<file path="src/rtl/rr_arbiter16_pkg.sv">
// Shared constants, FSM state type and rotate helper for the 16-way round-robin arbiter.
// Latency: n/a (declarations and a pure combinational function only).
// Backpressure: n/a.
// Contents: N_REQ, SEL_W, HOLD_MAX_DEF, CNT_W, state_e, rotr16().
package rr_arbiter16_pkg;

  localparam int N_REQ        = 16;  // requester count, fixed for this revision
  localparam int SEL_W        = 4;   // log2(N_REQ)
  localparam int HOLD_MAX_DEF = 8;   // default beats per grant (legal 1..255)
  localparam int CNT_W        = 8;   // wide enough to count up to 254 beats

  typedef enum logic {
    ST_IDLE  = 1'b0,
    ST_GRANT = 1'b1
  } state_e;

  // Rotate right so that bit 'amt' of vec lands at bit 0. The arbiter then
  // only has to find the lowest set bit to get the first requester at or
  // after the pointer.
  function automatic logic [N_REQ-1:0] rotr16(input logic [N_REQ-1:0] vec,
                                              input logic [SEL_W-1:0] amt);
    logic [2*N_REQ-1:0] dbl;
    dbl = {vec, vec} >> amt;
    return dbl[N_REQ-1:0];
  endfunction

endpackage

</file>
<file path="src/rtl/rr_pick_next.sv">
// Finds the first set request at or after ptr, wrapping modulo 16.
// Latency: purely combinational.
// Backpressure: none; recomputed every cycle from its inputs.
// Ports: req_i (request vector), ptr_i (search start), found_o (any request), idx_o (winner).
module rr_pick_next
  import rr_arbiter16_pkg::*;
(
  input  logic [N_REQ-1:0] req_i,
  input  logic [SEL_W-1:0] ptr_i,
  output logic             found_o,
  output logic [SEL_W-1:0] idx_o
);

  logic [N_REQ-1:0] rot;
  logic [SEL_W-1:0] off;

  assign rot = rotr16(req_i, ptr_i);

  // Lowest-set-bit encoder: scanning downward leaves the lowest hit in off.
  always_comb begin
    off = '0;
    for (int i = N_REQ - 1; i >= 0; i--) begin
      if (rot[i]) begin
        off = SEL_W'(i);
      end
    end
  end

  assign found_o = |req_i;
  // The 4-bit add wraps naturally, undoing the rotation modulo 16.
  assign idx_o   = ptr_i + off;

endmodule

</file>
<file path="src/rtl/rr_arbiter16.sv">
// Round-robin arbiter/sequencer: moves 1-bit beats from 16 requesters to one consumer.
// Latency: grant registered one edge after req is seen in IDLE; one IDLE bubble between grants.
// Backpressure: out_ready low holds the current beat and freezes the burst counter.
// Ports: clk, rst (sync, active-high); req[15:0], data_in[15:0], out_ready in;
//        out_valid, out_data, sel[3:0], grant[15:0] (one-hot, 0 when idle), busy out.
// Option: define RR_FIXED_PRIORITY_EN to make the IDLE search always start at lane 0.
module rr_arbiter16
  import rr_arbiter16_pkg::*;
#(
  parameter int HOLD_MAX = HOLD_MAX_DEF  // beats per grant before forced release, 1..255
) (
  input  logic             clk,
  input  logic             rst,
  input  logic [N_REQ-1:0] req,
  input  logic [N_REQ-1:0] data_in,
  input  logic             out_ready,
  output logic             out_valid,
  output logic             out_data,
  output logic [SEL_W-1:0] sel,
  output logic [N_REQ-1:0] grant,
  output logic             busy
);

  state_e           state_q, state_d;
  logic [SEL_W-1:0] sel_q,   sel_d;
  logic [N_REQ-1:0] grant_q, grant_d;
  logic [SEL_W-1:0] ptr_q,   ptr_d;
  logic [CNT_W-1:0] cnt_q,   cnt_d;

  logic             pick_found;
  logic [SEL_W-1:0] pick_idx;
  logic [SEL_W-1:0] search_start;
  logic             beat_w;
  logic             last_beat_w;
  logic             release_w;

`ifdef RR_FIXED_PRIORITY_EN
  // Fixed priority: lowest index always wins; ptr keeps updating but is ignored.
  assign search_start = '0;
`else
  assign search_start = ptr_q;
`endif

  rr_pick_next u_pick (
    .req_i   (req),
    .ptr_i   (search_start),
    .found_o (pick_found),
    .idx_o   (pick_idx)
  );

  // Datapath: valid follows the owner's request so it can never be high
  // without an owner, and a dropped request cannot coincide with a beat.
  assign busy      = (state_q == ST_GRANT);
  assign out_valid = busy && req[sel_q];
  assign out_data  = out_valid && data_in[sel_q];
  assign sel       = sel_q;
  assign grant     = grant_q;

  assign beat_w      = out_valid && out_ready;
  assign last_beat_w = (cnt_q == CNT_W'(HOLD_MAX - 1));
  assign release_w   = busy && (!req[sel_q] || (beat_w && last_beat_w));

  always_comb begin
    state_d = state_q;
    sel_d   = sel_q;
    grant_d = grant_q;
    ptr_d   = ptr_q;
    cnt_d   = cnt_q;
    case (state_q)
      ST_IDLE: begin
        if (pick_found) begin
          state_d           = ST_GRANT;
          sel_d             = pick_idx;
          grant_d           = '0;
          grant_d[pick_idx] = 1'b1;
          cnt_d             = '0;
        end
      end
      ST_GRANT: begin
        if (release_w) begin
          // sel keeps its value through IDLE; only grant reports ownership.
          state_d = ST_IDLE;
          grant_d = '0;
          ptr_d   = sel_q + 1'b1;
          cnt_d   = '0;
        end else if (beat_w) begin
          cnt_d = cnt_q + 1'b1;
        end
      end
      default: begin
        state_d = ST_IDLE;
        grant_d = '0;
      end
    endcase
  end

  always_ff @(posedge clk) begin
    if (rst) begin
      state_q <= ST_IDLE;
      sel_q   <= '0;
      grant_q <= '0;
      ptr_q   <= '0;
      cnt_q   <= '0;
    end else begin
      state_q <= state_d;
      sel_q   <= sel_d;
      grant_q <= grant_d;
      ptr_q   <= ptr_d;
      cnt_q   <= cnt_d;
    end
  end

endmodule

</file>
<file path="config.mk">
export PLATFORM = sky130hd
export DESIGN_NAME = rr_arbiter16
export DESIGN_NICKNAME = d
export VERILOG_FILES = /design/src/rtl/rr_arbiter16_pkg.sv /design/src/rtl/rr_pick_next.sv /design/src/rtl/rr_arbiter16.sv
export SDC_FILE = /design/constraint.sdc
export NUM_CORES = 1
export LEC_CHECK = 0
export CAP_MARGIN = 40
export CORE_UTILIZATION = 48
export DETAILED_ROUTE_END_ITERATION = 8
export PLACE_DENSITY = 0.81
export SYNTH_ARGS = -nofsm -noshare
export SYNTH_HDL_FRONTEND = slang
export SYNTH_SLANG_ARGS = --single-unit
export TNS_END_PERCENT = 20
</file>
<file path="constraint.sdc">
create_clock -name clk -period 4 [get_ports clk]
set_clock_uncertainty 0.2 [all_clocks]
set_input_delay 0.8 -clock clk [delete_from_list [all_inputs] [get_ports clk]]
set_output_delay 0.8 -clock clk [all_outputs]
set_load 0.01 [all_outputs]
</file>
Yosys cells after proc, flatten, opt, wreduce, memory -nomap -nowiden. Index checks and enable logic that the tools add are counted.

Add/subtract/negate cells: 3. Magnitude comparators: 3. Eq/ne operators: 4. Shift-type cells: 1. Multiplexer cells: 32. Bitwise operators: 1. Reductions and logical operators: 13.

Operators by type and width (count): 4-bit 2-to-1 mux (16); 16-bit 2-to-1 mux (2); 16-bit case mux with 2 select lines (1); 32-bit by 4-bit right shift with 16-bit output (1); 8-bit 2-to-1 mux (3); 8-bit case mux with 2 select lines (1); 16-bit OR reduction (1); 4-bit by 5-bit < comparator with 1-bit output (second input constant) (2); 8-bit by 1-bit adder with 8-bit output (second input constant) (1); 1-bit binary-select mux with 4-bit select (2); 8-bit by 3-bit equality test with 1-bit output (second input constant) (1); 2-bit AND reduction (4); 1-bit logical AND (6); 1-bit 2-to-1 mux (5); 4-bit by 1-bit adder with 4-bit output (second input constant) (1); 4-bit adder (1); 1-bit demux with 4-bit select (1); 4-bit by 1-bit greater-or-equal comparator with 1-bit output (second input constant) (1); 3-bit by 1-bit != test with 1-bit output (second input constant) (1); 2-bit by 1-bit != test with 1-bit output (second input constant) (1); 2-bit != test (second input constant) (1); 1-bit case mux with 2 select lines (1); 1-bit logical NOT (1); 1-bit logical OR (1); 1-bit inverter (1).

Register bits after elaboration: 33. Input port bits: 35. Logic and storage cells: 62.

Depth between registers and ports, before layout. Gate-level depths: netlist of the first run.

Depth after elaboration: 24. Depth in mapped cells: 17.

By module. A second synthesis of the first run with hierarchy kept.

Cell total of the unflattened synthesis: 272. Area, all modules: 2955.3 µm².

By module, submodules not included: rr_arbiter16 (instances 1, cells an instance 173, area each 1774.2 µm²); rr_pick_next (instances 1, cells an instance 99, area each 1181.1 µm²).

Least setup slack after synthesis of the first run. Ideal clock, no wire load.

Path type: input to register. Start: in req[12]. End: reg grant_q[4] (netlist: grant[4]). Arrival time: 3.599 ns. Setup slack: 0.139 ns. Stages on the path: 15. Buffers on the path: 0. Cell sequence: mux4_1 > mux2i_1 > nand2_1 > nand2_1 > a21oi_1 > a221oi_1 > o211a_1 > ha_1 > a21o_1 > a21oi_1 > xnor2_1 > nand2_1 > nor2_1 > nand3_1 > nand3_1.

Cells in the longest elaborated chain, start to end: 24. Elaborated cells between the ends (all ways): 37. Classes of those cells: 1 x add/sub; 2 x order compare; 2 x eq/ne; 1 x shift; 22 x mux; 9 x reduce/logical.

RTL lines: from (decl) (RTL line rr_arbiter16.sv:14) `input logic [N_REQ-1:0] req,`; 32-bit by 4-bit right shift with 16-bit output (RTL line rr_arbiter16_pkg.sv:23) `dbl = {vec, vec} >> amt;`; 4-bit 2-to-1 mux (16 in series) (RTL line rr_pick_next.sv:23) `if (rot[i]) begin`; 4-bit adder (RTL line rr_pick_next.sv:31) `assign idx_o = ptr_i + off;`; 4-bit by 5-bit < comparator with 1-bit output (not written as such) or 4-bit by 1-bit greater-or-equal comparator with 1-bit output (tied branches) (RTL line rr_arbiter16.sv:75) `grant_d[pick_idx] = 1'b1;`; 1-bit logical AND (not written as such) (RTL line rr_arbiter16.sv:75); 1-bit 2-to-1 mux (not written as such) (RTL line rr_arbiter16.sv:75); 1-bit demux with 4-bit select (RTL line rr_arbiter16.sv:75); 16-bit 2-to-1 mux (RTL line rr_arbiter16.sv:71) `if (pick_found) begin`; 16-bit case mux with 2 select lines (RTL line rr_arbiter16.sv:69) `case (state_q)`; to (signal assigned) (RTL line rr_arbiter16.sv:107) `grant_q <= grant_d;`; to (decl) (RTL line rr_arbiter16.sv:26) `logic [N_REQ-1:0] grant_q, grant_d;`.

Several ways; a longest one is shown, not always the timed one. The select of a mux whose other input is x is not followed. A chain may end at the register's enable or synchronous reset.

Final worst setup path of the first run.
Start: in req[6]. End: reg grant_q[3] (netlist: grant[3]).

The elaborated chain is that of the path after synthesis.

==> out/metrics.cfg, run 1 <==
[status]
status=finished, violations left
failed_checks=negative setup slack

[yosys]
synth_seq_cells=33
ys_async_sr_fraction_pct=0
ys.flop_type=dfxtp_1
synth_edf_count=0
synth.top_cell.area_share_pct=20.84
syn_nets=395
synth_area_per_cell_sq_um=8.953
synthCells=354
synth.largest_area_cell=dfxtp_1
yosysWarnings=0
syn_area_sq_um=3169
synthDistinctLibCells=58
ys_seq_area_share_pct=20.84
synth_area_leaders=dfxtp_1, mux4_2, nand3_1, nand2_1, nor2_1

[timing]
tightestPinTransition_ps=614.4
fin_ws_ps=-41.00
period_share_pct=101.0
holdWs_ps=273.7
rsz0062_at_grt=true
fmax_ghz=0.2475
hold_viol_final=0
fin_crit_ps=4041
setup_viol=5
relSlewSlack_pct=58.94
slew_violations=0

[drt]
dr_wl_met3_microns=725
routed.top_layer=met4
drc=0
drt-total-wl_microns=10610
firstDrtPassIters=5
wl_per_cell_microns=19.43
drt_iter0_drc=328
viasPerCell=6.386
dr_total_vias=3487
wl_met2_microns=5322
wl_met1_microns=4219
ant_nets=0

[floorplan]
num_io_pins=58
core-area_sq_um=6350
dieHeight_microns=83.26
rows=29
die-width_microns=83.26
initial_utilization_pct=49.91
dieArea_sq_um=6931

[global_route]
grt_remaining_overflow=0
grt_pass1_vias=3326
grt_usage_pct=27.69
antenna_found_initial=0
grt_max_degree=22
grt_pass1_wl_microns=15590

[clock_tree]
cts_tree=done
h-tree-depth=2
cts_root_buffer=clkbuf_8
cts_buffer_depth=2
numCtsBuffers=5
cts_hold_buf=0
cts_sinks=33
cts.reportedPaths.clkPinSlew_ps=70
clk_latency_ps=300

[power_and_ir_drop]
power_density_nw_per_um2=596.9
irDropWorstVdd_uv=395.3
p_leak_uw=0.001788

[run]
cap_violations=0

[critical_path]
r2r_cells=17
max_stage_delay_ps=530
start_kind=input port
path_cells=buf_2 -> mux4_2 -> buf_6 -> mux2i_4 -> nor2b_1 -> o211a_1 -> nor3_2 -> o21ai_1 -> a32o_2 -> ha_4 -> a21o_1 -> a21oi_4 -> xnor2_4 -> nand2_4 -> nor2_2 -> o21ai_0 -> nand3_1
critical_path_class=in -> reg
slowest_stage=mux4_2
cp.arrival_ps=4080
crit_fanout=6
critPathRequiredTime_ps=4040
rrSetupSlack_ps=10
end_kind=register

[placement]
gp_congestion=0.9340
portBuffers=57
hpwl_microns=6728
place_ws_ps=-737.6

[hold_path]
hp-class=reg -> reg
hold_depth=2

[finish]
nets=509
seq_area_sq_um=661.9
area_growth_pct=44.97
fill_cells=412
multi_input_area_sq_um=2633
antenna_cells=0
drive_above_1_share_pct=41.15

## area by class of cell
| type | instances | share of cell area (%) |
|---|---|---|
| clock buffer | 5 | 1.498 |
| multi-input combinational | 292 | 57.30 |
| timing repair buffer | 129 | 23.12 |
| tap | 77 | 2.097 |
| sequential | 33 | 14.41 |
| clock inverter | 3 | 1.008 |
| inverter | 7 | 0.5719 |
## cells in the mapped netlist (all sizes together), types with 2 or more instances
cell and n:
nor2 37, nand2b 5, mux4 25, nand3 38, a21oi 11, a21o 2
ha 5, o211ai 3, xor2 7, buf 16, nand2 48, nor3 3
nor4 4, inv 7, nor3b 2, a221oi 3, a211oi 3, o21ai 29
mux2i 18, o211a 3, nor2b 3, clkbuf 6, xnor2 5, and3 3
and2 6, nand4 9, mux2 4, dfxtp 33
## flip-flops by register name, indices dropped and copies added, names as in the netlist
| name | count |
|---|---|
| grant | 16 |
| cnt_q | 8 |
| ptr_q | 4 |
| sel | 4 |
| busy | 1 |
## metal layers
layer  GRT usage [%]  vias up
met1           34.96     1685
met4           9.718        0
met3           4.672       43
li1                -     1555
met2           47.69      204
met5               0        -
## layout by cell type (no fill, tap or decap), types with 4 or more instances in the layout
cell type	instances
mux2_2	4
nand3_1	34
nand2_1	42
nor2_1	21
mux2i_4	6
nand4_1	8
clkdlybuf4s50_1	41
xor2_1	7
nand2_4	4
nor4_1	4
o21ai_0	11
buf_6	5
mux4_2	25
buf_2	7
nand3_2	4
mux2i_1	11
nor2_2	4
nor2_4	12
clkbuf_8	5
dfxtp_1	32
clkbuf_2	9
buf_4	66
o21ai_1	16
inv_1	6
a21oi_1	6
ha_1	4
a21oi_2	4
nand2b_4	4
## repair_timing
action,4_1_cts,5_1_grt
pin swaps,13,33
buffers inserted,9,3
endpoints found under the setup margin,21,21
resized for setup,72,71
cloned,0,0
## kinds of logic (layout without fill, tap and decap cells)
group | after synthesis | after routing | synth area share (%)
compound gates | 64 | 64 | 15.20
xor+xnor | 12 | 12 | 3.316
fa+ha+maj | 6 | 6 | 2.606
buf+inv | 29 | 144 | 5.606
flops | 33 | 33 | 20.84
mux | 47 | 47 | 27.20
simple gates | 163 | 163 | 25.23
## worst max-delay path: cells and delay by family
family / cells / cell delay (ps)
and+or+nand+nor: 5 / 640
adders and majority gates: 1 / 170
AOI/OAI and AO/OA: 6 / 1280
xor gates and xnor gates: 1 / 200
muxes: 2 / 680
buffers and inverters: 2 / 290
## power by group
group	leakage [uW]	total, uW	internal, uW	switching [uW]
clock	0.0000543	327	186	140
combinational	0.00147	1980	951	1030
sequential	0.000268	433	376	56.6
total	0.00179	2740	1510	1230
## through the flow
step,TNS [ps],cell area (sq um),total power [uW],util (%),instances
global route,-1166,4594,2878,72.35,546
floorplan,0,3169,1405,-,354
finish,-89.85,4594,2742,72.35,546
detailed placement,-12760,4148,1953,65.32,526
global placement,-10440,4140,1912,65.20,525
CTS,-7.390,4466,2475,70.33,543
## path summary, 6_finish.rpt
check	startpoint	end
max	req[6]	grant[3]
min	grant[4]	grant[4]
max reg2reg	ptr_q[1]	grant[3]
min reg2reg	grant[4]	grant[4]
Note: power is estimated with default switching activity, not from simulation.
==> run 2, diff against run 1 <==
==> constraint.sdc (replaced) <==
create_clock -name clk -period 3.4 [get_ports clk]
set_clock_uncertainty 0.2 [all_clocks]
set_input_delay 0.68 -clock clk [delete_from_list [all_inputs] [get_ports clk]]
set_output_delay 0.68 -clock clk [all_outputs]
set_load 0.01 [all_outputs]
==> run 2 against run 1 <==
Critical path depth unchanged. Register-to-register slack got worse by 570 ps. Wire length increased by 1.6%. Sequential power increased by 20%. Combinational power increased by 27%. Via count increased by 2.9%. Setup slack got worse by 520 ps. The run still ends with negative setup slack left. Total power increased by 21%. Final cell count increased by 2.0%. Non-clock buffer count increased by 12.
==> out/metrics.cfg, run 2 (synthesis gave the netlist of run 1 again) <==
[timing]
holdWs_ps=271.4
fin_crit_ps=3963
slew_violations=0
relSlewSlack_pct=59.29
tightestPinTransition_ps=607.4
setup_viol=20
fin_ws_ps=-563.1
fmax_ghz=0.2523
rsz0062_at_grt=true
finalSetupTns_ps=-9847
hold_viol_final=0
period_share_pct=116.6

[clock_tree]
numCtsBuffers=5
cts_hold_buf=0
cts_sinks=33
cts_buffer_depth=2
cts_tree=done
h-tree-depth=2
cts.reportedPaths.clkPinSlew_ps=70
clk_latency_ps=280
cts_root_buffer=clkbuf_8

[critical_path]
rr_endpoint=grant[15]
path_buf_inv=5
cp.arrival_ps=3990
r2r_cells=17
start_kind=register
r2r_start=ptr_q[1]
rrSetupSlack_ps=-560
crit_fanout=5
critPathRequiredTime_ps=3430
max_stage_delay_ps=590
critical-path-top-delay-family=multiplexers
timing.critical_path.depth=17
end_kind=register
critical_path_class=reg -> reg
slowest_stage=mux4_2
path_cells=buf_12 -> buf_4 -> mux4_2 -> mux2i_2 -> buf_4 -> nand2_1 -> o21ai_2 -> o211ai_1 -> buf_4 -> buf_4 -> o211ai_1 -> fa_2 -> nor2b_4 -> nand2_4 -> nor2_4 -> o21ai_0 -> nand3_1
cpMostUsedCell=buf_4

[status]
failed_checks=negative setup slack
status=finished, violations left

[finish]
fill_cells=382
multi_input_area_sq_um=2714
largest_reg_flops=16
final_common_cell=buf_4
fin_util_pct=76.51
seq_area_sq_um=668.1
antenna_cells=0
drive_above_1_share_pct=46.88
mostFrequentLayoutCells=buf_4, clkdlybuf4s50_1, nand2_1
nets=521
area_growth_pct=53.30

[global_route]
grt_pass1_vias=3388
antenna_found_initial=0
grt_usage_pct=28.53
grt_remaining_overflow=0
grt_pass1_wl_microns=16090
grt_max_degree=22

[floorplan]
dieArea_sq_um=6931
num_io_pins=58
core-area_sq_um=6350
initial_utilization_pct=49.91
rows=29
die-width_microns=83.26
dieHeight_microns=83.26

[placement]
gp_congestion=0.9305
portBuffers=57
hpwl_microns=6759
place_ws_ps=-1249

[power_and_ir_drop]
p_leak_uw=0.001900
irDropWorstVdd_uv=434.7
power_density_nw_per_um2=685.6

[drt]
drt-total-wl_microns=10780
viasPerCell=6.440
drt_iter0_drc=484
drc=0
firstDrtPassIters=6
ant_nets=0
dr_total_vias=3587
wl_per_cell_microns=19.35

[hold_path]
min_from=grant[9]
hold_depth=2
hp-class=reg -> reg
min_to=grant[9]

[run]
cap_violations=0

## run 2: where the power goes
group | switching (uW) | internal (uW) | leakage (uW) | total (uW)
Clock | 144 | 161 | 0.0000443 | 304
Combinational | 1270 | 1240 | 0.00159 | 2510
Sequential | 75.4 | 445 | 0.000269 | 520
## run 2: worst reg2reg max path, stage by stage (launching register included)
cell      delay [ps]
dfxtp_4          380
buf_12           110
buf_4            120
mux4_2           590
mux2i_2          230
buf_4            150
nand2_1           70
o21ai_2          110
o211ai_1         150
buf_4            160
buf_4            130
o211ai_1         300
fa_2             550
nor2b_4          190
nand2_4          100
nor2_4           120
o21ai_0          130
nand3_1          110
## run 2: what timing repair did
item | CTS | global route
setup endpoints to repair | 22 | 21
endpoints found under the hold margin | 0 | 0
pin swaps | 27 | 24
resized for setup | 147 | 34
setup buffers | 15 | 2
gates cloned | 0 | 1
## run 2: layout make-up
class,count,area share (%)
multi-input cells,292,55.86
repair buffers,141,26.09
flip-flops and latches,33,13.75
clock buffers,7,1.777
well taps,77,1.983
inverters,7,0.5408
## run 2: routing by layer
layer	vias to the layer above	track usage, %	part of all wire [%]
li1	1571	-	-
met1	1699	35.98	38
met2	266	50.15	49
met3	51	4.672	9.0
met4	0	8.150	3.9
met5	-	0	0
## run 2: worst max path at each step
stage / start / to / slack (ps)
final: ptr_q[1] / grant[15] / -560
after global routing: ptr_q[1] / sel[3] / -690
after CTS: ptr_q[1] / grant[12] / -340
after detailed placement: req[14] / grant[3] / -1250
after global placement: req[12] / grant[3] / -1140
after floorplan: req[13] / grant[2] / -240
## run 2: through the flow
stage | std cells | total power [uW] | instance area [sq um]
after global routing | 557 | 3496 | 4858
after global placement | 531 | 2336 | 4285
after CTS | 554 | 3054 | 4723
after floorplan | 354 | 1691 | 3219
final | 557 | 3331 | 4858
after detailed placement | 532 | 2384 | 4293
==> run 3, diff against run 2 <==
--- a/config.mk
+++ b/config.mk
@@ -6,9 +6,10 @@
 export NUM_CORES = 1
 export LEC_CHECK = 0
 export CAP_MARGIN = 40
-export CORE_UTILIZATION = 48
+export CORE_UTILIZATION = 50
 export DETAILED_ROUTE_END_ITERATION = 8
-export PLACE_DENSITY = 0.81
+export DONT_BUFFER_PORTS = 1
+export PLACE_DENSITY = 0.72
 export SYNTH_ARGS = -nofsm -noshare
 export SYNTH_HDL_FRONTEND = slang
 export SYNTH_SLANG_ARGS = --single-unit
==> run 3 against run 2 <==
The flow still finishes with violations (negative setup slack). Register-to-register slack better by 110 ps. Via count down 16%. Total power down 11%. Non-clock buffer count down 88. Final cell count down 16%. First-iteration DRC count down 35%. Core utilization down 9.9 points. Combinational power down 16%. Clock power down 2%. Sequential cell count unchanged. Wire length down 22%. Fmax up 2.9%. Critical path type unchanged.
==> out/metrics.cfg, run 3 (synthesis gave the netlist of run 1 again) <==
[finish]
final_common_cell=buf_4
seq_area_sq_um=665.6
final_cells=467
drive_above_1_share_pct=42.09
nets=433
multi_input_area_sq_um=2644
largest_reg_flops=16
area_growth_pct=26.57
mostFrequentLayoutCells=buf_4, nand2_1, nand3_1
fill_cells=449
fin_util_pct=66.57
antenna_cells=0

[placement]
placed_cells=455
hpwl_microns=5929
portBuffers=0
gp_congestion=0.9561

[global_route]
grt_pass1_vias=2804
grt_pass1_wl_microns=13330
grt_max_degree=22
grt_remaining_overflow=0
antenna_found_initial=0
grt_usage_pct=25.89

[status]
failed_checks=negative setup slack
status=finished, violations left

[floorplan]
initial_utilization_pct=52.60
dieHeight_microns=81.62
core-area_sq_um=6026
die-width_microns=81.62
dieArea_sq_um=6661
num_io_pins=58
rows=28

[drt]
drt-total-wl_microns=8413
drt_iter0_drc=313
viasPerCell=6.437
dr_total_vias=3006
ant_nets=0
drc=0
wl_per_cell_microns=18.01
firstDrtPassIters=5

[timing]
hold_viol_final=0
fin_ws_ps=-451.5
fin_crit_ps=3852
setup_viol=19
fmax_ghz=0.2596
period_share_pct=113.3
rsz0062_at_grt=true
relSlewSlack_pct=63.31
slew_violations=0
tightestPinTransition_ps=549.1

[run]
cap_violations=0

[power_and_ir_drop]
p_leak_uw=0.001502
irDropWorstVdd_uv=380.3
power_density_nw_per_um2=736.4

[critical_path]
critical_path_class=reg -> reg
end_kind=register
critPathRequiredTime_ps=3430
cp.arrival_ps=3880
path_cells=buf_12 -> mux4_2 -> mux2_2 -> buf_4 -> o21ai_0 -> o21ai_0 -> a32o_1 -> ha_2 -> inv_2 -> fa_2 -> nor2b_4 -> nand2_4 -> nor2_1 -> nand3_1 -> nand3_1
max_stage_delay_ps=560
slowest_stage=mux4_2
start_kind=register
crit_fanout=8

[clock_tree]
cts_root_buffer=clkbuf_8
h-tree-depth=2
cts_buffer_depth=2
cts_sinks=33
cts.reportedPaths.clkPinSlew_ps=70
clk_latency_ps=280
numCtsBuffers=5
cts_tree=done

[hold_path]
hp-class=in -> reg

==> run 3: cell count changes in the layout (fill, tap and decap cells not counted), sizes merged <==
cell and change:
buf -46, clkbuf -1, clkdlybuf4s50 -39, clkdlybuf4s15 -2
==> run 3: routing by layer <==
layer,share of wire (%),wire length (microns),up-vias,global-route usage (%)
li1,-,-,1398,-
met1,43,3584,1454,34.22
met2,49,4123,137,43.33
met3,6.8,575,17,5.444
met4,1.5,130,0,5.965
met5,0,0,-,0
==> run 3: path summary, 6_finish.rpt <==
kind                                   to  slack [ps]       from  cells after the start
worst max register to register   grant[6]        -450   ptr_q[1]                     15
worst min register to register  grant[12]         300  grant[12]                      2
worst min-delay path             ptr_q[2]         260        rst                      1
worst max-delay path             grant[6]        -450   ptr_q[1]                     15
==> run 3: where the power goes <==
| group | total, uW | switching (uW) | internal [uW] |
|---|---|---|---|
| combinational | 2120 | 1080 | 1040 |
| sequential | 537 | 93.4 | 444 |
| clock | 297 | 137 | 160 |
| total | 2950 | 1310 | 1640 |
==> run 3: timing repair <==
item,in CTS,in global routing
hold buffers,0,0
pin swaps,4,19
gates resized for setup,22,58
cloned,1,0
buffers inserted,2,2
setup endpoints to repair,19,19
==> run 3: stage by stage <==
step | total power, uW | instance area [sq um] | hold WS (ps) | setup WS [ps] | setup TNS, ps
2_1_floorplan | 1691 | 3219 | 280.0 | -236.3 | -3680
3_3_place_gp | 2166 | 3565 | 297.4 | -495.3 | -8121
3_5_place_dp | 2195 | 3572 | 312.8 | -550.1 | -9215
4_1_cts | 2618 | 3764 | 255.1 | -348.2 | -6069
5_1_grt | 3121 | 4011 | 249.6 | -553.5 | -9571
6_report | 2954 | 4011 | 259.2 | -451.5 | -7489
==> run 3: cell type report <==
type,count,share of cell area (%)
Sequential cell,33,16.59
Multi-Input combinational cell,292,65.91
Inverter,7,0.6550
Clock buffer,7,2.152
Timing Repair Buffer,53,12.35
Tap cell,75,2.339
==> run 3: worst max-delay path, delay by kind of cell, from the launching register on <==
kind,cells,cell delay (ps)
flops,1,390
fa+ha+maj,2,640
compound gates,3,690
mux,2,890
simple gates,5,640
buf+inv,3,330
